[config.mk]
export PLATFORM = sky130hd
export DESIGN_NAME = fifo_stream_reader
export DESIGN_NICKNAME = d
export VERILOG_FILES = /design/src/rtl/fifo_rd_pkg.sv /design/src/rtl/fifo_rd_skid_buf.sv /design/src/rtl/fifo_stream_reader.sv
export SDC_FILE = /design/constraint.sdc
export NUM_CORES = 1
export LEC_CHECK = 0
export CAP_MARGIN = 20
export CORE_ASPECT_RATIO = 0.9
export CORE_UTILIZATION = 59
export CTS_CLUSTER_DIAMETER = 120
export DETAILED_ROUTE_END_ITERATION = 8
export PLACE_DENSITY = 0.93
export SLEW_MARGIN = 5
export SYNTH_ARGS = -nofsm -noshare
export SYNTH_HDL_FRONTEND = slang
export SYNTH_SLANG_ARGS = --single-unit
export TNS_END_PERCENT = 20
[constraint.sdc]
create_clock -name clk -period 3.7 [get_ports clk]
set_input_delay 0.925 -clock clk [delete_from_list [all_inputs] [get_ports clk]]
set_output_delay 0.925 -clock clk [all_outputs]
set_load 0.005 [all_outputs]
[src/rtl/fifo_rd_pkg.sv]
// Shared constants and pointer helper for the FIFO read-side stream adapter.
// Only fifo_stream_reader uses the optional FIFO_RD_LAST_EN build macro; nothing here depends on it.
package fifo_rd_pkg;

    localparam int SKID_DEPTH = 3;
    localparam int LEVEL_W    = 2;
    localparam int PTR_W      = $clog2(SKID_DEPTH);

    typedef logic [LEVEL_W-1:0] level_t;
    typedef logic [PTR_W-1:0]   ptr_t;

    // Circular pointer advance over a non-power-of-two depth.
    function automatic ptr_t ptr_next(input ptr_t p);
        return (p == PTR_W'(SKID_DEPTH - 1)) ? '0 : p + 1'b1;
    endfunction

endpackage

[src/rtl/fifo_rd_skid_buf.sv]
// Three-entry circular skid store: tail push, head pop, head data and occupancy.
// A pop while empty is ignored. Push-when-full is prevented by the caller's read throttle.
module fifo_rd_skid_buf
    import fifo_rd_pkg::*;
#(
    parameter int WIDTH = 16
) (
    input  logic             clk,
    input  logic             rst,
    input  logic             push,
    input  logic             pop,
    input  logic [WIDTH-1:0] din,
    output logic [WIDTH-1:0] dout,
    output logic [LEVEL_W-1:0] level
);

    logic [WIDTH-1:0] mem [SKID_DEPTH];
    ptr_t             head;
    ptr_t             tail;
    level_t           count;
    logic             do_pop;

    assign do_pop = pop && (count != '0);

    always_ff @(posedge clk) begin
        if (rst) begin
            head  <= '0;
            tail  <= '0;
            count <= '0;
            for (int i = 0; i < SKID_DEPTH; i++) begin
                mem[i] <= '0;
            end
        end else begin
            if (push) begin
                mem[tail] <= din;
                tail      <= ptr_next(tail);
            end
            if (do_pop) begin
                head <= ptr_next(head);
            end
            case ({push, do_pop})
                2'b10:   count <= count + 1'b1;
                2'b01:   count <= count - 1'b1;
                default: count <= count;
            endcase
        end
    end

    assign dout  = mem[head];
    assign level = count;

endmodule

[src/rtl/fifo_stream_reader.sv]
// Read-side adapter from a registered-output synchronous FIFO to a valid/ready stream.
// Optional build macro FIFO_RD_LAST_EN adds BURST_LEN framing on m_last; otherwise m_last is 0.
module fifo_stream_reader
    import fifo_rd_pkg::*;
#(
    parameter int FIFO_WIDTH = 16,
    parameter int BURST_LEN  = 8
) (
    input  logic                  clk,
    input  logic                  rst,
    output logic                  fifo_ren,
    input  logic                  fifo_empty,
    input  logic [FIFO_WIDTH-1:0] fifo_dout,
    output logic                  m_valid,
    input  logic                  m_ready,
    output logic [FIFO_WIDTH-1:0] m_data,
    output logic                  m_last,
    output logic [LEVEL_W-1:0]    level
);

    logic inflight;
    logic pop;

    // Reserve a slot for every word already requested so the skid store never overflows.
    assign fifo_ren = !rst && !fifo_empty &&
                      (({1'b0, level} + {2'b00, inflight}) < 3'(SKID_DEPTH));

    always_ff @(posedge clk) begin
        if (rst) begin
            inflight <= 1'b0;
        end else begin
            inflight <= fifo_ren;
        end
    end

    assign m_valid = (level != '0);
    assign pop     = m_valid && m_ready;

    fifo_rd_skid_buf #(
        .WIDTH (FIFO_WIDTH)
    ) u_skid (
        .clk   (clk),
        .rst   (rst),
        .push  (inflight),
        .pop   (pop),
        .din   (fifo_dout),
        .dout  (m_data),
        .level (level)
    );

`ifdef FIFO_RD_LAST_EN
    localparam int CNT_W = $clog2(BURST_LEN) + 1;

    if (BURST_LEN < 1) begin : g_bad_burst
        $error("BURST_LEN must be at least 1");
    end

    logic [CNT_W-1:0] burst_cnt;

    always_ff @(posedge clk) begin
        if (rst) begin
            burst_cnt <= '0;
        end else if (pop) begin
            burst_cnt <= (burst_cnt == CNT_W'(BURST_LEN - 1)) ? '0 : burst_cnt + 1'b1;
        end
    end

    assign m_last = m_valid && (burst_cnt == CNT_W'(BURST_LEN - 1));
`else
    assign m_last = 1'b0;
`endif

endmodule

Word level (Yosys, flattened, before mapping)
Memories as Yosys holds them, arrays and structs flattened. A register that Yosys moved wholly into a read port is not among the register bits.
Cells that the tools add are included.
{"block": "classes", "add_sub_neg": 5, "order_cmp": 1, "eq_ne": 4, "n_mux": 13, "reduce_logical": 9}
{"operator": "$mux W16", "n": 1}
{"operator": "$reduce_or A16 Y1", "n": 1}
{"operator": "$mux W2", "n": 5}
{"operator": "$add A2 B1 Y2 const B", "n": 3}
{"operator": "$eq A2 B2 Y1 const B", "n": 3}
{"operator": "$mux W1", "n": 6}
{"operator": "$logic_and A1 B1 Y1", "n": 4}
{"operator": "$pmux W2 S2", "n": 1}
{"operator": "$reduce_bool A2 Y1", "n": 2}
{"operator": "$add A2 B1 Y3", "n": 1}
{"operator": "$lt A3 B2 Y1 const B", "n": 1}
{"operator": "$eq A2 B1 Y1 const B", "n": 1}
{"operator": "$logic_not A1 Y1", "n": 2}
{"operator": "$sub A2 B1 Y2 const B", "n": 1}
{"block": "totals", "register_bits": 7, "ramBits": 48, "inputBits": 20, "output_inout_bits": 21, "memories": 1}
{"memory": "u_skid.mem", "words": 3, "word_bits": 16, "rd": 1, "rd_clocked_by_memory_dff": 1, "wr": 3, "line": "fifo_rd_skid_buf.sv:17", "rtl": "logic [WIDTH-1:0] mem [SKID_DEPTH];"}

Longest topological paths before layout
{"block": "logic_depth", "word_depth": 5, "depth_mapped": 6, "depth_no_buf": 6}

Cells and area by module
A second synthesis with hierarchy kept.
{"block": "unflattened", "cells_unflattened": 186, "hier_area_um2": 3149.3}
{"mod": "fifo_rd_skid_buf", "instances": 1, "cells_each": 177, "area_per_inst_um2": 3054.2}
{"mod": "fifo_stream_reader", "instances": 1, "cells_each": 9, "area_per_inst_um2": 95.1}

Worst setup path after synthesis
No wires, ideal clock.
{"block": "synth_timing", "path_type": "in2out", "from": "input port rst", "to": "output port fifo_ren", "arrival_time_ns": 1.462, "path_slack_ns": 1.313, "stages": 2, "cell_sequence": "clkbuf_1 -> a2111oi_0"}
{"block": "synth_between", "elab_chain_len": 3}
{"item": "start: declaration", "line": "fifo_stream_reader.sv:10", "rtl": "input logic rst,"}
{"item": "$logic_not A1 Y1", "line": "fifo_stream_reader.sv:25", "rtl": "assign fifo_ren = !rst && !fifo_empty &&"}
{"item": "$logic_and A1 B1 Y1 (2 in a row)", "line": "fifo_stream_reader.sv:25"}
{"item": "end: declaration", "line": "fifo_stream_reader.sv:11", "rtl": "output logic fifo_ren,"}
No other way between the ends.

Worst setup path after layout
{"block": "layout_timing", "from": "input port fifo_empty", "to": "output port fifo_ren"}
{"block": "layout_between", "elab_chain_len": 3}
{"item": "start: declaration", "line": "fifo_stream_reader.sv:12", "rtl": "input logic fifo_empty,"}
{"item": "$logic_not A1 Y1", "line": "fifo_stream_reader.sv:25"}
{"item": "$logic_and A1 B1 Y1 (2 in a row)", "line": "fifo_stream_reader.sv:25"}
No other way between the ends.

==> results by group <==
Worst setup path
  – Critical path endpoint category: primary output
  – Startpoint of the lowest-slack register-to-register path: u_skid.tail[0]
  – Required time of the critical path: between 2 and 3 ns
  – Largest fanout of any net on the critical path: 2
  – Critical path type: input port to primary output
  – Startpoint type of the worst setup path: input port
  – Arr. time, crit path: approximately 2.4 ns
  – Flop-to-flop setup slack: between 1.5 and 2 ns
  – Capturing point of the worst reg2reg path: u_skid.mem[3][5]
  – Count of cells along the worst register-to-register path: 3

Final layout
  – Fill cell instance count of the final layout: roughly 300
  – Share of layout cells above drive strength 1: 15.7%
  – Total number of nets in the final design: around 250
  – Number of non-filler instances in the completed layout: ~300
  – Antenna cell count: 0
  – Area Overhead vs Synth: 19.7%

Detailed routing
  – Routed vias/inst: between 5 and 6
  – DR pass1 iterations: 4
  – DR vias: 1668
  – Total Wirelength: between 5000 and 6000 um
  – Violation count after the first detailed-route iteration: 100
  – Average routed wire per standard cell: ~18 um
  – Antenna Nets Post-Route: 0
  – DRC Markers: 0

Hold path
  – Hold wc startpoint: u_skid.tail[1]
  – Hold Crit Class: register to register
  – Terminating pin of the worst hold path: u_skid.tail[1]
  – Hold depth: 2

STA
  – Setup slack of the critical path after layout: roughly 0.42 ns
  – Shortest period the worst path allows: about 3.3 ns
  – Share of the cycle needed by the critical path after routing: about nine tenths
  – Final worst clock skew: a little under 0.007 ns
  – Final-report hold violation count: 0
  – RSZ-0062 raised after global routing: false
  – Max-slew violation count: 0
  – Slew Limit Headroom: roughly 47%
  – Actual slew at the worst max-slew pin: 0.790 ns
  – Worst hold slack: between 0.4 and 0.5 ns
  – Number of failing setup endpoints in the final timing report: 0
  – Total Neg Setup Slack: 0 ns
  – Max frequency: approximately 300 MHz

Logic synthesis
  – Share of flip-flops with an asynchronous set or reset after synthesis: 0%
  – Library cells used by synthesis: 32
  – Mean area per synthesized cell: between 15 and 20 um^2
  – Number of enable-type register cells in the synthesized netlist: 64
  – Number of warnings reported in the yosys synthesis log: 0
  – Synth Instances: roughly 190
  – Cell area after synthesis: approximately 0.0031 mm^2
  – Biggest area contributors in the synthesized netlist: sky130_fd_sc_hd__edfxtp_1 62%, sky130_fd_sc_hd__and2_1 9.6%, sky130_fd_sc_hd__mux4_2 9.4%, sky130_fd_sc_hd__dfxtp_1 5.8%, sky130_fd_sc_hd__mux4_1 2.5%
  – Portion of synthesized cell area occupied by the leading cell type: 61.5%
  – Biggest area consumer among synthesized cells: sky130_fd_sc_hd__edfxtp_1
  – Synthesis-stage register bit count: 73
  – Portion of the post-synthesis area used by sequential elements: slightly below 70%
  – Number of nets produced by synthesis: 208
  – Most instantiated flip-flop cell in the synthesis netlist: sky130_fd_sc_hd__edfxtp_1

Floorplanning
  – Row count: 24
  – Core footprint: ~0.0050 mm^2
  – IO Count: a little over 40
  – Effective utilization at floorplan: between 60 and 70%
  – Die Y-Extent: around 71 um
  – Floorplan die width: just under 80 um
  – Die area: between 0.005 and 0.006 mm^2

GRT
  – Wire length of the first global-routing pass: slightly below 9000 um
  – Global router's overall resource usage: 22.4%
  – Antenna violations before repair: 0
  – Final global-route overflow total: 0
  – Maximum number of pins on one net before global-route repair: 17
  – Number of global-route vias before repair: 1777

Placement
  – Worst slack at placement: ~0.4 ns
  – Routability congestion estimate: 0.706
  – Port Buf Inserts: 39
  – Inst Count DP: between 200 and 300
  – DP HPWL: between 3000 and 4000 um

Clock network
  – Clock network latency to the later pin of the worst-skew pair: 0.34 ns
  – Root Buffer: sky130_fd_sc_hd__clkbuf_8
  – Number of hold-repair buffers added at the cts stage: 0
  – Post-CTS Setup Bufs: 0
  – Number of instances resized during post-cts repair: 0
  – CTS tree: yes
  – Total clock buffers created by CTS: 9
  – Depth of the CTS H-tree: 3
  – Clock Path Buffers: 2
  – Clock input transition at the sequential cells of the worst setup and hold paths: roughly 0.070 ns
  – Count of clock tree sinks: between 70 and 80

Outcome
  – Result of the run: finished, final reports clean

Run
  – Max-cap viol count: 0

Power
  – Power Density: 525 mW/mm^2
  – Leakage component of the power: ~1.3 nW
  – Total power after layout: between 1.5 and 2 mW
  – Peak supply drop: just over 0.0004 V
## registers in the layout (all words and copies together) (netlist names), named ones only
register / cells
u_skid.level: 2
u_skid.mem: 64
inflight: 1
u_skid.head: 2
u_skid.tail: 2
## cell usage in the layout, fill, tap and decap left out, types with 3 or more instances in the layout
master,count
sky130_fd_sc_hd__a21oi_1,4
sky130_fd_sc_hd__and2_1,48
sky130_fd_sc_hd__buf_4,6
sky130_fd_sc_hd__clkbuf_1,3
sky130_fd_sc_hd__clkbuf_8,9
sky130_fd_sc_hd__clkdlybuf4s50_1,39
sky130_fd_sc_hd__dfxtp_1,9
sky130_fd_sc_hd__edfxtp_1,64
sky130_fd_sc_hd__ha_1,3
sky130_fd_sc_hd__mux4_1,3
sky130_fd_sc_hd__mux4_2,13
sky130_fd_sc_hd__nand2_1,5
sky130_fd_sc_hd__nor2_1,3
## cell type report
cell class,instances,area (um^2),share of cell area [%]
repair buffers,45,435,11.6
well taps,65,81.3,2.17
clock inverters,4,43.8,1.17
clock buffers,12,135,3.61
flip-flops and latches,73,2100,56.2
inverters,2,7.51,0.201
multi-input cells,100,936,25.0
## power breakdown
group          total (mW)  internal (mW)  switching (mW)
sequential          0.999          0.951          0.0476
clock               0.576          0.308           0.268
combinational       0.391          0.248           0.143
total                1.97           1.51           0.459
## how the worst max path moves through the flow
stage	start	endpoint	depth (start not counted)
floorplan	rst	fifo_ren	2
global placement	fifo_empty	fifo_ren	3
detailed placement	fifo_empty	fifo_ren	3
CTS	fifo_empty	fifo_ren	3
global route	u_skid.level[0]	fifo_ren	4
finish	fifo_empty	fifo_ren	3
## critical path, cell delays in order
cell and delay [ns]:
sky130_fd_sc_hd__clkdlybuf4s50_1 0.42, sky130_fd_sc_hd__a2111oi_0 0.42, sky130_fd_sc_hd__clkdlybuf4s50_1 0.59
## cells in the mapped netlist, drive strengths merged, types with 3 or more instances
| library cell | n |
|---|---|
| edfxtp | 64 |
| and2 | 48 |
| mux4 | 16 |
| dfxtp | 9 |
| buf | 7 |
| nand2 | 5 |
| a21oi | 4 |
| nor2 | 4 |
| clkbuf | 3 |
| ha | 3 |
| nand2b | 3 |
## cells by family after synthesis
logic type               Yosys count  synth area share (%)
buffers and inverters             12                  2.76
multiplexers                      17                  12.2
flip-flops                        73                  67.3
AND/OR/NAND/NOR                   67                  13.7
other                              1                 0.120
XOR/XNOR                           2                 0.561
AO/OA/AOI/OAI                     10                  2.12
adder cells (fa/ha/maj)            3                  1.20
## routing by layer
metal / share of wire (%) / wire length, um / track usage, % / vias to the layer above
li1: - / - / - / 784
met1: 40 / 2130 / 26.7 / 817
met2: 52 / 2810 / 37.3 / 59
met3: 6.2 / 333 / 4.65 / 8
met4: 1.4 / 74 / 14.4 / 0
met5: 0 / 0 / 0 / -
## through the flow
stage	instance area, um^2	util (%)
floorplan	3120	-
global placement	3560	71.9
detailed placement	3560	71.9
CTS	3740	75.5
global route	3740	75.5
finish	3740	75.5
(Power assumes the default switching activity.)
==> RTL change: new RTL, same settings <==
Add a define of `FIFO_RD_LAST_EN`.
--- a/src/rtl/fifo_stream_reader.sv
+++ b/src/rtl/fifo_stream_reader.sv
@@ -1,5 +1,7 @@
 // Read-side adapter from a registered-output synchronous FIFO to a valid/ready stream.
 // Optional build macro FIFO_RD_LAST_EN adds BURST_LEN framing on m_last; otherwise m_last is 0.
+`define FIFO_RD_LAST_EN
+
 module fifo_stream_reader
     import fifo_rd_pkg::*;
 #(
Formal check against the unedited RTL: not equivalent (a bounded check fails within 10 cycles, from zero or initial values and one cycle with rst high).
==> RTL change against the unedited design <==
Core utilization down 0.52 points. Clock power up 16%. Area after synthesis up 4.9%. Worst setup slack better by 0.095 ns. Power up 8.3%. Synthesized cell count up 8.6%. Wire length up 18%. Sequential cell count up 4. Design area up 6.0%. Combinational power up 7.2%. Worst hold slack better by 0.0074 ns. Critical path type unchanged. Largest power group unchanged.
==> RTL change: results (changes against the unedited design) <==
| Metric | Value |
|---|---|
| Proportion of cell area spent on the clock network | `0.0540 (was 0.0478)` |
| Run status | `finished clean (unchanged)` |
| Clock sinks | `77 (was 73)` |
| Largest vdd supply drop | `0.000455 V (was 0.000406 V)` |
| Leakage power | `1.41 nW (was 1.33 nW)` |
| GPL Wtd Cong | `0.714 (was 0.706)` |
| Detailed route wirelength on metal3 | `358 µm (was 333 µm)` |
| Post-synthesis sequential area ratio | `0.666 (was 0.673)` |
| Worst slack after detailed placement | `0.514 ns (was 0.399 ns)` |
| Detailed placement HPWL | `4030 µm (was 3530 µm)` |
| Worst clock skew | `0.00431 ns (was 0.00688 ns)` |
| Count of buffers inserted at the top-level ports | `40 (was 39)` |
| Cell-internal power | `1.62 mW (was 1.51 mW)` |
| Final nets | `274 (was 254)` |
| Non-clock inverter total of the final layout | `3 (was 2)` |
| Fill cell count | `313 (was 299)` |
| Per-cell routed wire length | `19.5 µm (was 17.8 µm)` |
| Post-synthesis mux area share | `0.110 (was 0.122)` |
| GR met2 Demand/Resource | `0.422 (was 0.373)` |
| Count of plain and timing-repair buffers in the layout | `47 (was 45)` |
| Footprint of the multi-input gates | `0.00102 mm² (was 936 µm²)` |
| Count of distinct cell types in the synthesized netlist | `35 (was 32)` |
| Total nets after synthesis | `225 (was 208)` |
| Power share of the sequential group | `0.488 (was 0.508)` |
| Met2 WL | `3360 µm (was 2810 µm)` |
| Number of instances in the synthesized netlist | `201 (was 185)` |
| Adder-cell share of the synthesized area | `0.0153 (was 0.0120)` |
| Number of placed cells counting well taps | `306 (was 285)` |
| Post-synthesis xor/xnor area fraction | `0.00802 (was 0.00561)` |
| Global-route wire length before repair | `9700 µm (was 8650 µm)` |
| Top post-synthesis cells by count | `64 x sky130_fd_sc_hd__edfxtp_1, 48 x sky130_fd_sc_hd__and2_1, 16 x sky130_fd_sc_hd__mux4_2 (was 64 x sky130_fd_sc_hd__edfxtp_1, 48 x sky130_fd_sc_hd__and2_1, 13 x sky130_fd_sc_hd__mux4_2)` |
| Largest net degree at the start of global routing | `19 (was 17)` |
| Largest cells by area after synthesis | `sky130_fd_sc_hd__edfxtp_1 59%, sky130_fd_sc_hd__mux4_2 11%, sky130_fd_sc_hd__and2_1 9.2% (was sky130_fd_sc_hd__edfxtp_1 62%, sky130_fd_sc_hd__and2_1 9.6%, sky130_fd_sc_hd__mux4_2 9.4%)` |
| Finished Layout Cells | `322 (was 301)` |
| Power consumed by sequential cells | `1.04 mW (was 0.999 mW)` |
| Reg area | `0.00218 mm² (was 0.00210 mm²)` |
| DP Area | `0.00375 mm² (was 0.00356 mm²)` |
| Number of multi-input combinational cells in the layout | `112 (was 100)` |
| Routed metal-1 wire length | `2440 µm (was 2130 µm)` |
| Signal arrival time at the worst endpoint | `2.26 ns (was 2.35 ns)` |
| Post-layout utilization of the core | `0.750 (was 0.755)` |
| Met1 demand-to-capacity share in global routing | `0.272 (was 0.267)` |
| Met3 layer usage reported by global route | `0.0788 (was 0.0465)` |
| Complex-gate fraction of the synthesized area | `0.0294 (was 0.0212)` |
| GRT Resource Usage Total | `0.242 (was 0.224)` |
## RTL change: cell types whose count changed after synthesis, moves of 3 or more
cell / change
sky130_fd_sc_hd__a21oi_1: +4
sky130_fd_sc_hd__or2_1: +4
sky130_fd_sc_hd__dfxtp_1: +4
sky130_fd_sc_hd__mux4_1: -3
sky130_fd_sc_hd__mux4_2: +3
## RTL change: path summary, 6_finish.rpt
check / startpoint / endpoint / slack, ns / cells after the start
max reg2reg: u_skid.tail[1] / u_skid.mem[2][12] / 1.80 / 3
max: fifo_empty / fifo_ren / 0.52 / 3
min: burst_cnt[0] / burst_cnt[0] / 0.50 / 2
min reg2reg: burst_cnt[0] / burst_cnt[0] / 0.50 / 2
## RTL change: worst min-delay path, stage by stage, from the launching register on
cell and delay, ns:
sky130_fd_sc_hd__dfxtp_1 0.33, sky130_fd_sc_hd__nand2_1 0.07, sky130_fd_sc_hd__a21oi_1 0.06
